[src/rtl/multicycle_alu.sv]
// Multicycle ALU: single-cycle logic/arith ops plus iterative unsigned multiply
// (shift-add) and unsigned divide (restoring), one bit per clock.
module multicycle_alu #(
    parameter int WIDTH = 32,
    parameter int CNTW  = 6
) (
    input  logic             clk,
    input  logic             rst,
    input  logic             start,
    input  logic [WIDTH-1:0] in1,
    input  logic [WIDTH-1:0] in2,
    input  logic [3:0]       aluOP,
    output logic             busy,
    output logic             done,
    output logic [WIDTH-1:0] out,
    output logic [WIDTH-1:0] hi,
    output logic             zeroFlag,
    output logic             overflow
);

    typedef enum logic [1:0] {IDLE, MUL, DIV, FIN} state_t;

    localparam logic [3:0]      OP_MULTU = 4'd8;
    localparam logic [3:0]      OP_DIVU  = 4'd9;
    localparam logic [CNTW-1:0] LAST     = CNTW'(WIDTH - 1);

    state_t           state;
    logic [CNTW-1:0]  cnt;
    logic [WIDTH-1:0] acc_hi;   // partial product high half / running remainder
    logic [WIDTH-1:0] acc_lo;   // multiplier being consumed / dividend becoming quotient
    logic [WIDTH-1:0] opb;      // multiplicand / divisor
    logic             eq_lat;

    logic [WIDTH-1:0] alu_res;
    logic             alu_ovf;
    logic [WIDTH-1:0] sum;
    logic [WIDTH-1:0] diff;

    always_comb begin
        sum     = in1 + in2;
        diff    = in1 - in2;
        alu_res = '0;
        alu_ovf = 1'b0;
        case (aluOP)
            4'd0: alu_res = in1 & in2;
            4'd1: alu_res = in1 | in2;
            4'd2: begin
                alu_res = sum;
                alu_ovf = (in1[WIDTH-1] == in2[WIDTH-1]) && (sum[WIDTH-1] != in1[WIDTH-1]);
            end
            4'd3: begin
                alu_res = diff;
                alu_ovf = (in1[WIDTH-1] != in2[WIDTH-1]) && (diff[WIDTH-1] != in1[WIDTH-1]);
            end
            4'd4: alu_res = {{(WIDTH-1){1'b0}}, ($signed(in1) < $signed(in2))};
            4'd5: alu_res = ~(in1 | in2);
            4'd6: alu_res = in1 ^ in2;
            4'd7: alu_res = {{(WIDTH-1){1'b0}}, (in1 < in2)};
            default: alu_res = '0;
        endcase
    end

    logic [WIDTH:0]   mul_sum;
    logic [WIDTH-1:0] mul_hi_n;
    logic [WIDTH-1:0] mul_lo_n;
    logic [WIDTH:0]   div_shift;
    logic [WIDTH:0]   div_diff;
    logic             div_ok;
    logic [WIDTH-1:0] div_rem_n;
    logic [WIDTH-1:0] div_quo_n;

    always_comb begin
        mul_sum   = {1'b0, acc_hi} + (acc_lo[0] ? {1'b0, opb} : {(WIDTH+1){1'b0}});
        mul_hi_n  = mul_sum[WIDTH:1];
        mul_lo_n  = {mul_sum[0], acc_lo[WIDTH-1:1]};
        // Remainder stays below the divisor, so the shifted value fits in WIDTH+1 bits.
        div_shift = {acc_hi, acc_lo[WIDTH-1]};
        div_diff  = div_shift - {1'b0, opb};
        div_ok    = ~div_diff[WIDTH];
        div_rem_n = div_ok ? div_diff[WIDTH-1:0] : div_shift[WIDTH-1:0];
        div_quo_n = {acc_lo[WIDTH-2:0], div_ok};
    end

    always_ff @(posedge clk) begin
        if (rst) begin
            state    <= IDLE;
            cnt      <= '0;
            acc_hi   <= '0;
            acc_lo   <= '0;
            opb      <= '0;
            eq_lat   <= 1'b0;
            busy     <= 1'b0;
            done     <= 1'b0;
            out      <= '0;
            hi       <= '0;
            zeroFlag <= 1'b0;
            overflow <= 1'b0;
        end else begin
            done <= 1'b0;
            case (state)
                IDLE, FIN: begin
                    state <= IDLE;
                    if (start) begin
                        eq_lat <= (in1 == in2);
                        acc_hi <= '0;
                        acc_lo <= in1;
                        opb    <= in2;
                        cnt    <= '0;
                        if (aluOP == OP_MULTU) begin
                            state <= MUL;
                            busy  <= 1'b1;
                        end else if (aluOP == OP_DIVU && in2 == '0) begin
                            state    <= FIN;
                            done     <= 1'b1;
                            out      <= '1;
                            hi       <= in1;
                            zeroFlag <= (in1 == in2);
                            overflow <= 1'b0;
                        end else if (aluOP == OP_DIVU) begin
                            state <= DIV;
                            busy  <= 1'b1;
                        end else begin
                            done     <= 1'b1;
                            out      <= alu_res;
                            zeroFlag <= (in1 == in2);
                            overflow <= alu_ovf;
                        end
                    end
                end
                MUL: begin
                    acc_hi <= mul_hi_n;
                    acc_lo <= mul_lo_n;
                    cnt    <= cnt + CNTW'(1);
                    if (cnt == LAST) begin
                        state    <= FIN;
                        busy     <= 1'b0;
                        done     <= 1'b1;
                        out      <= mul_lo_n;
                        hi       <= mul_hi_n;
                        zeroFlag <= eq_lat;
                        overflow <= 1'b0;
                    end
                end
                DIV: begin
                    acc_hi <= div_rem_n;
                    acc_lo <= div_quo_n;
                    cnt    <= cnt + CNTW'(1);
                    if (cnt == LAST) begin
                        state    <= FIN;
                        busy     <= 1'b0;
                        done     <= 1'b1;
                        out      <= div_quo_n;
                        hi       <= div_rem_n;
                        zeroFlag <= eq_lat;
                        overflow <= 1'b0;
                    end
                end
                default: state <= IDLE;
            endcase
        end
    end

endmodule

[config.mk]
export PLATFORM = sky130hd
export DESIGN_NAME = multicycle_alu
export DESIGN_NICKNAME = d
export VERILOG_FILES = /design/src/rtl/multicycle_alu.sv
export SDC_FILE = /design/constraint.sdc
export NUM_CORES = 1
export LEC_CHECK = 0
export BUFFER_PORTS_ARGS = -buffer_cell sky130_fd_sc_hd__buf_2
export CORE_ASPECT_RATIO = 0.9
export CORE_MARGIN = 2
export CORE_UTILIZATION = 56
export DETAILED_ROUTE_END_ITERATION = 8
export MAX_ROUTING_LAYER = met4
export PLACE_DENSITY = 0.79
export SYNTH_ARGS = -nofsm -noshare
export SYNTH_HDL_FRONTEND = slang
export SYNTH_SLANG_ARGS = --single-unit
[constraint.sdc]
create_clock -name clk -period 4.15 [get_ports clk]
set_clock_uncertainty 0.1 [all_clocks]
set_input_delay 0.6225 -clock clk [delete_from_list [all_inputs] [get_ports clk]]
set_output_delay 0.6225 -clock clk [all_outputs]
set_load 0.05 [all_outputs]
Yosys cells after proc, flatten, opt, wreduce, memory -nomap -nowiden
Index checks and enable logic that the tools add are counted.

$add $sub $neg: 5. $lt $le $gt $ge: 2. Equal/unequal tests: 27. Multiplexer cells: 52. Bitwise logic cells: 5. Reductions and logical operators: 13.

Operators with widths (count): 32-bit two-way mux (15); 32-bit case mux with 3 select lines (4); 32-bit case mux with 8 select lines (1); 32-bit < comparator (2); 32-bit by 32-bit adder with 33-bit output (1); 33-bit by 32-bit subtractor with 33-bit output (1); 32-bit adder (1); 32-bit bitwise AND (1); 32-bit == test (1); 32-bit zero test (1); 32-bit NOT (1); 32-bit bitwise OR (1); 32-bit subtractor (1); 32-bit bitwise XOR (1); 1-bit two-way mux (19); 4-bit by 3-bit == test with 1-bit output, second input constant (4); 6-bit case mux with 2 select lines (1); 2-bit two-way mux (5); 2-bit inequality test, second input constant (5); 1-bit case mux with 2 select lines (5); 5-bit AND reduction (2); 3-bit inequality test, second input constant (3); 4-bit by 2-bit == test with 1-bit output, second input constant (2); 4-bit == test, second input constant (2); other kinds (17) (24).

Register bits: 173. Input bits: 71. Output and inout bits: 68. Word-level logic and storage cells: 116.

Logic depth before layout (Yosys ltp)
Depth after elaboration: 9. Gate-level depth with buffers: 16.

Worst setup path before layout
OpenSTA, ideal clock, no wires.

Kind: in2reg. Start point: in in1[0]. End point: reg out[30]. Setup time: 0.127 ns. Arrival: 3.498 ns. Data required time: 3.923 ns. Path slack: 0.425 ns. Stages on the path: 13. Path buffers: 0. Path through: ha_1 > fa_1 > a21o_1 > a21o_1 > a2111o_1 > a31o_2 > o221ai_2 > a311oi_1 > a211o_1 > and4_1 > a211oi_2 > mux2i_1 > o21ai_1.

Longest elaborated chain between the ends: 7.

Ends and longest elaborated chain: from (decl) (line 10) `input logic [WIDTH-1:0] in1,`; 32-bit subtractor or 32-bit adder (tied branches) (line 41, 40); 32-bit case mux with 8 select lines (*) (line 44) `case (aluOP)`; 32-bit two-way mux (*) (line 119) `end else if (aluOP == OP_DIVU) begin`; 32-bit two-way mux (*) (line 112) `end else if (aluOP == OP_DIVU && in2 == '0) begin`; 32-bit two-way mux (*) (line 109) `if (aluOP == OP_MULTU) begin`; 32-bit two-way mux (*) (line 103) `if (start) begin`; 32-bit case mux with 3 select lines (*) (line 100) `case (state)`; to (signal assigned) (line 124) `out <= alu_res;`; to (signal assigned) (line 138) `out <= mul_lo_n;`; to (signal assigned) (line 152) `out <= div_quo_n;`; to (decl) (line 15) `output logic [WIDTH-1:0] out,`.

Mark *: on every way between the ends. The rest lies on a longest branch, timed or not. The select of a mux whose other input is x is not followed. A chain may end at the register's enable or synchronous reset.

Worst setup path in the final report
Start point: reg acc_lo[31]. End point: reg hi[30].

Longest elaborated chain between the ends: 4.

Ends and longest elaborated chain: from (decl) (line 30) `logic [WIDTH-1:0] acc_lo;`; from (signal assigned) (line 106) `acc_lo <= in1;`; from (signal assigned) (line 132) `acc_lo <= mul_lo_n;`; from (signal assigned) (line 146) `acc_lo <= div_quo_n;`; 33-bit by 32-bit subtractor with 33-bit output (line 78) `div_diff = div_shift - {1'b0, opb};`; 32-bit two-way mux (line 80) `div_rem_n = div_ok ? div_diff[WIDTH-1:0] : div_shift[WIDTH-1:0];`; 32-bit two-way mux (line 148) `if (cnt == LAST) begin`; 32-bit case mux with 3 select lines (line 100); to (signal assigned) (line 116) `hi <= in1;`; to (signal assigned) (line 139) `hi <= mul_hi_n;`; to (signal assigned) (line 153) `hi <= div_rem_n;`; to (decl) (line 16) `output logic [WIDTH-1:0] hi,`.

No other way between the ends. The select of a mux whose other input is x is not followed.

==> impl_results.html <==
<table>
<tr><th>Metric</th><th>Value</th></tr>
<tr><th colspan="2">Status</th></tr>
<tr><td>Status</td><td>finished clean</td></tr>
<tr><th colspan="2">Floorplan</th></tr>
<tr><td>Boundary pin count</td><td>between 100 and 150</td></tr>
<tr><td>Number of core rows</td><td>between 50 and 60</td></tr>
<tr><td>Overall die width</td><td>183.6 microns</td></tr>
<tr><td>Area of the die</td><td>30,410 sq um</td></tr>
<tr><td>Vertical die dimension</td><td>approximately 170 microns</td></tr>
<tr><td>Core Footprint</td><td>28,720 sq um</td></tr>
<tr><td>Initial standard-cell utilization of the core</td><td>0.5661</td></tr>
<tr><th colspan="2">Cells and area</th></tr>
<tr><td>Number of nets in the layout</td><td>~2.7k</td></tr>
<tr><td>Fraction of final layout cells with drive strength greater than 1</td><td>0.1498</td></tr>
<tr><td>Cell area after layout</td><td>18,830 sq um</td></tr>
<tr><td>Number of fillers in the final layout</td><td>2,628</td></tr>
<tr><td>Area of combinational cells with multiple inputs</td><td>roughly 12,000 sq um</td></tr>
<tr><td>Synth-to-layout area growth</td><td>15.83%</td></tr>
<tr><td>Sequential Area</td><td>3465 sq um</td></tr>
<tr><td>Cell Count, Final, Fillers Out</td><td>2,804</td></tr>
<tr><th colspan="2">Placement</th></tr>
<tr><td>Number of instances in the placed design</td><td>2,763</td></tr>
<tr><td>RePlAce Congestion</td><td>approximately 0.97</td></tr>
<tr><td>HPWL Detailed</td><td>48.74 mm</td></tr>
<tr><td>Area post-placement</td><td>18,010 sq um</td></tr>
<tr><td>Count of buffers inserted at the top-level ports</td><td>138</td></tr>
<tr><th colspan="2">Timing</th></tr>
<tr><td>Sum of negative setup slack</td><td>0 ns</td></tr>
<tr><td># setup viols final</td><td>0</td></tr>
<tr><td>Tightest Pin Transition</td><td>0.9987 ns</td></tr>
<tr><td>Achievable Freq</td><td>248.8 MHz</td></tr>
<tr><td>Final worst-path cycle share</td><td>0.9687</td></tr>
<tr><td>Minimum clock period</td><td>about 4.0 ns</td></tr>
<tr><td>Final hold violation count</td><td>0</td></tr>
<tr><td>RSZ-0062 raised after global routing</td><td>false</td></tr>
<tr><td>Relative slew margins</td><td>0.3335</td></tr>
<tr><td>Final max-slew violation count</td><td>0</td></tr>
<tr><th colspan="2">Worst setup path</th></tr>
<tr><td>Largest driver fanout on the critical path</td><td>3</td></tr>
<tr><td>Nature of the critical path startpoint</td><td>flop</td></tr>
<tr><td>Worst Setup Path Type</td><td>reg2reg</td></tr>
<tr><td>Required time at the worst-slack endpoint</td><td>4.43 ns</td></tr>
<tr><td>Capturing element type of the critical path</td><td>flop</td></tr>
<tr><td>Data arrival time at the worst-slack endpoint</td><td>between 4 and 5 ns</td></tr>
<tr><th colspan="2">Clock network</th></tr>
<tr><td>CTS tree</td><td>done</td></tr>
<tr><td>Number of buffers created by CTS</td><td>17</td></tr>
<tr><td>Hold-fix buffer count after cts</td><td>0</td></tr>
<tr><td>Worst-skew pair later-pin latency</td><td>0.45 ns</td></tr>
<tr><td>CTS Root Cell</td><td>sky130_fd_sc_hd__clkbuf_16</td></tr>
<tr><td>Clock Sinks</td><td>roughly 170</td></tr>
<tr><td>Bufs on Longest Clock Path</td><td>2</td></tr>
<tr><td>Clock slew at reported path FFs</td><td>approximately 0.07 ns</td></tr>
<tr><td>H-tree depth</td><td>4</td></tr>
<tr><th colspan="2">Logic synthesis</th></tr>
<tr><td>Combined area of all synthesized cells</td><td>16,260 sq um</td></tr>
<tr><td>Number of enable flip-flop cells after synthesis</td><td>0</td></tr>
<tr><td>Count of warnings emitted by yosys</td><td>0</td></tr>
<tr><td>Unique cell type count in the Yosys netlist</td><td>83</td></tr>
<tr><td>Top-count cell post-synth</td><td>sky130_fd_sc_hd__a21oi_1</td></tr>
<tr><td>Yosys top cell by area</td><td>sky130_fd_sc_hd__dfxtp_1</td></tr>
<tr><td>Yosys reg bits</td><td>173</td></tr>
<tr><td>Mean cell area of the mapped netlist</td><td>7.190 sq um</td></tr>
<tr><td>Gate count after technology mapping</td><td>2,261</td></tr>
<tr><td>Ys flop type</td><td>sky130_fd_sc_hd__dfxtp_1</td></tr>
<tr><td>Largest cells by area after synthesis</td><td>sky130_fd_sc_hd__dfxtp_1 21%, sky130_fd_sc_hd__ha_1 13%, sky130_fd_sc_hd__a21oi_1 9.3%</td></tr>
<tr><td>Share of the synthesized area in the top cell type</td><td>0.2131</td></tr>
<tr><td>Post-Synthesis Net Count</td><td>about 2.5k</td></tr>
<tr><td>Synth async-reset ratio</td><td>0</td></tr>
<tr><td>Share of the yosys chip area belonging to registers</td><td>0.2131</td></tr>
<tr><td>Commonest cells in the synthesized netlist</td><td>302 x sky130_fd_sc_hd__a21oi_1, 256 x sky130_fd_sc_hd__nand2_1, 199 x sky130_fd_sc_hd__nor2_1</td></tr>
<tr><th colspan="2">Route</th></tr>
<tr><td>Routed via count</td><td>18.71k</td></tr>
<tr><td>Post-DR vias/cell</td><td>6.672</td></tr>
<tr><td>Number of detailed-routing iterations run before antenna repair</td><td>6</td></tr>
<tr><td>Post-DRT Antenna Nets</td><td>0</td></tr>
<tr><td>Avg WL per Cell</td><td>23.13 microns</td></tr>
<tr><td>Drt initial violations</td><td>around 2.2k</td></tr>
<tr><td>Drc violations</td><td>0</td></tr>
<tr><td>Total wire length after detailed routing</td><td>64.87 mm</td></tr>
<tr><th colspan="2">Global routing</th></tr>
<tr><td>Remaining global-route overflow</td><td>0</td></tr>
<tr><td>Pin count of the biggest net entering global routing</td><td>88</td></tr>
<tr><td>Antenna violations before repair</td><td>2</td></tr>
<tr><td>First-pass GRT wire length</td><td>98.79 mm</td></tr>
<tr><td>Overall fraction of global-route tracks in use</td><td>0.4232</td></tr>
<tr><td>Number of global-route vias before repair</td><td>17.66k</td></tr>
<tr><th colspan="2">Min path</th></tr>
<tr><td>Tightest Hold Check Type</td><td>reg2reg</td></tr>
<tr><th colspan="2">Power</th></tr>
<tr><td>Lkg Pwr</td><td>roughly 0.0085 uW</td></tr>
<tr><td>Power consumption</td><td>6600 uW</td></tr>
<tr><td>Maximum resistive drop on vdd</td><td>0.3017 mV</td></tr>
<tr><td>P per Cell Area</td><td>350.5 nW/um^2</td></tr>
<tr><th colspan="2">Run</th></tr>
<tr><td>Max Cap Viol</td><td>0</td></tr>
</table>
## layout make-up
class / count / share of cell area
well taps: 366 / 0.02432
flip-flops and latches: 173 / 0.1840
clock inverters: 10 / 0.009835
diodes: 2 / 0.0002658
repair buffers: 287 / 0.09842
multi-input cells: 1786 / 0.6270
clock buffers: 22 / 0.02465
inverters: 158 / 0.03150
## path summary, 6_finish.rpt
check,to,slack [ns],depth (start not counted),startpoint
min reg2reg,hi[5],0.36,2,hi[5]
min,hi[5],0.36,2,hi[5]
max reg2reg,hi[30],0.13,17,acc_lo[31]
max,hi[30],0.13,17,acc_lo[31]
## report_power, final
part           internal, uW  total, uW  switching [uW]
combinational           978       2800            1830
clock                  1100       1830             722
sequential             1820       1970             152
total                  3900       6600            2700
## cells by family (layout without fill, tap and decap cells)
family | count (synthesis) | in the layout | share of synthesized area
AOI/OAI and AO/OA | 805 | 805 | 0.3280
muxes | 15 | 15 | 0.009544
other | 0 | 2 | 0
xor gates and xnor gates | 77 | 78 | 0.04287
buffers and inverters | 303 | 477 | 0.07050
DFF | 173 | 173 | 0.2131
and+or+nand+nor | 712 | 712 | 0.1987
adders and majority gates | 176 | 176 | 0.1373
## per-stage QoR
step                  util  setup WS [ns]  hold WS, ns
floorplan                -         0.4252       0.3357
detailed placement  0.6270        -0.1056       0.3417
finish              0.6557         0.1301       0.3552
global placement    0.6270        0.03258       0.3401
CTS                 0.6503        0.04740       0.3569
global route        0.6557       0.002802       0.3802
## worst max-delay path: stages (launching register included)
cell	delay (ns)
sky130_fd_sc_hd__dfxtp_1	0.33
sky130_fd_sc_hd__inv_1	0.04
sky130_fd_sc_hd__ha_1	0.20
sky130_fd_sc_hd__inv_1	0.08
sky130_fd_sc_hd__fa_1	0.26
sky130_fd_sc_hd__a211oi_2	0.09
sky130_fd_sc_hd__o21a_2	0.24
sky130_fd_sc_hd__a2111oi_4	0.44
sky130_fd_sc_hd__o41ai_2	0.14
sky130_fd_sc_hd__buf_4	0.16
sky130_fd_sc_hd__a21oi_1	0.27
sky130_fd_sc_hd__o21ai_1	0.17
sky130_fd_sc_hd__buf_4	0.17
sky130_fd_sc_hd__o41ai_2	0.33
sky130_fd_sc_hd__mux2i_1	0.14
sky130_fd_sc_hd__o41a_1	0.38
sky130_fd_sc_hd__o21ai_1	0.18
sky130_fd_sc_hd__a311o_1	0.23
## metal layers
metal	global-route usage	routed length, microns	vias to the layer above
li1	-	-	8519
met1	0.5296	25660	8829
met2	0.6848	30150	1128
met3	0.04771	5619	231
met4	0.1920	3431	0
met5	-	0	-
## flip-flops by register name, summed over array words and instances, names as in the netlist
signal    flops
done          1
acc_hi       32
acc_lo       32
state         2
busy          1
out          32
zeroFlag      1
overflow      1
cnt           6
eq_lat        1
opb          32
hi           32
## repair_timing
item / CTS / global route
endpoints found under the setup margin: 11 / 44
resized for setup: 1 / 15
gates cloned: 0 / 1
pin swaps: 2 / 4
setup buffers: 1 / 5
## layout by cell type (no fill, tap or decap), types with 10 or more instances in the layout
cell and count:
sky130_fd_sc_hd__inv_1 155, sky130_fd_sc_hd__a221oi_1 59, sky130_fd_sc_hd__nand3_1 54, sky130_fd_sc_hd__dfxtp_1 172, sky130_fd_sc_hd__a211oi_1 24, sky130_fd_sc_hd__o21bai_1 20, sky130_fd_sc_hd__or3_1 11, sky130_fd_sc_hd__nor3_1 38
sky130_fd_sc_hd__o21a_1 14, sky130_fd_sc_hd__and3_1 23, sky130_fd_sc_hd__a311oi_1 18, sky130_fd_sc_hd__o21ai_0 106, sky130_fd_sc_hd__buf_4 146, sky130_fd_sc_hd__a31oi_1 28, sky130_fd_sc_hd__a22oi_1 20, sky130_fd_sc_hd__clkbuf_16 17
sky130_fd_sc_hd__buf_2 137, sky130_fd_sc_hd__nand2b_1 19, sky130_fd_sc_hd__a21o_1 42, sky130_fd_sc_hd__a21oi_1 301, sky130_fd_sc_hd__nor4_1 21, sky130_fd_sc_hd__nand2_1 256, sky130_fd_sc_hd__and2_1 35, sky130_fd_sc_hd__nand4_1 15
sky130_fd_sc_hd__o2111ai_1 13, sky130_fd_sc_hd__xor2_1 26, sky130_fd_sc_hd__xnor2_1 48, sky130_fd_sc_hd__ha_1 170, sky130_fd_sc_hd__nor2b_1 18, sky130_fd_sc_hd__o211ai_1 20, sky130_fd_sc_hd__o41ai_1 10, sky130_fd_sc_hd__mux2i_1 11
sky130_fd_sc_hd__nor2_1 195
Power figures use the tool's default switching activity.
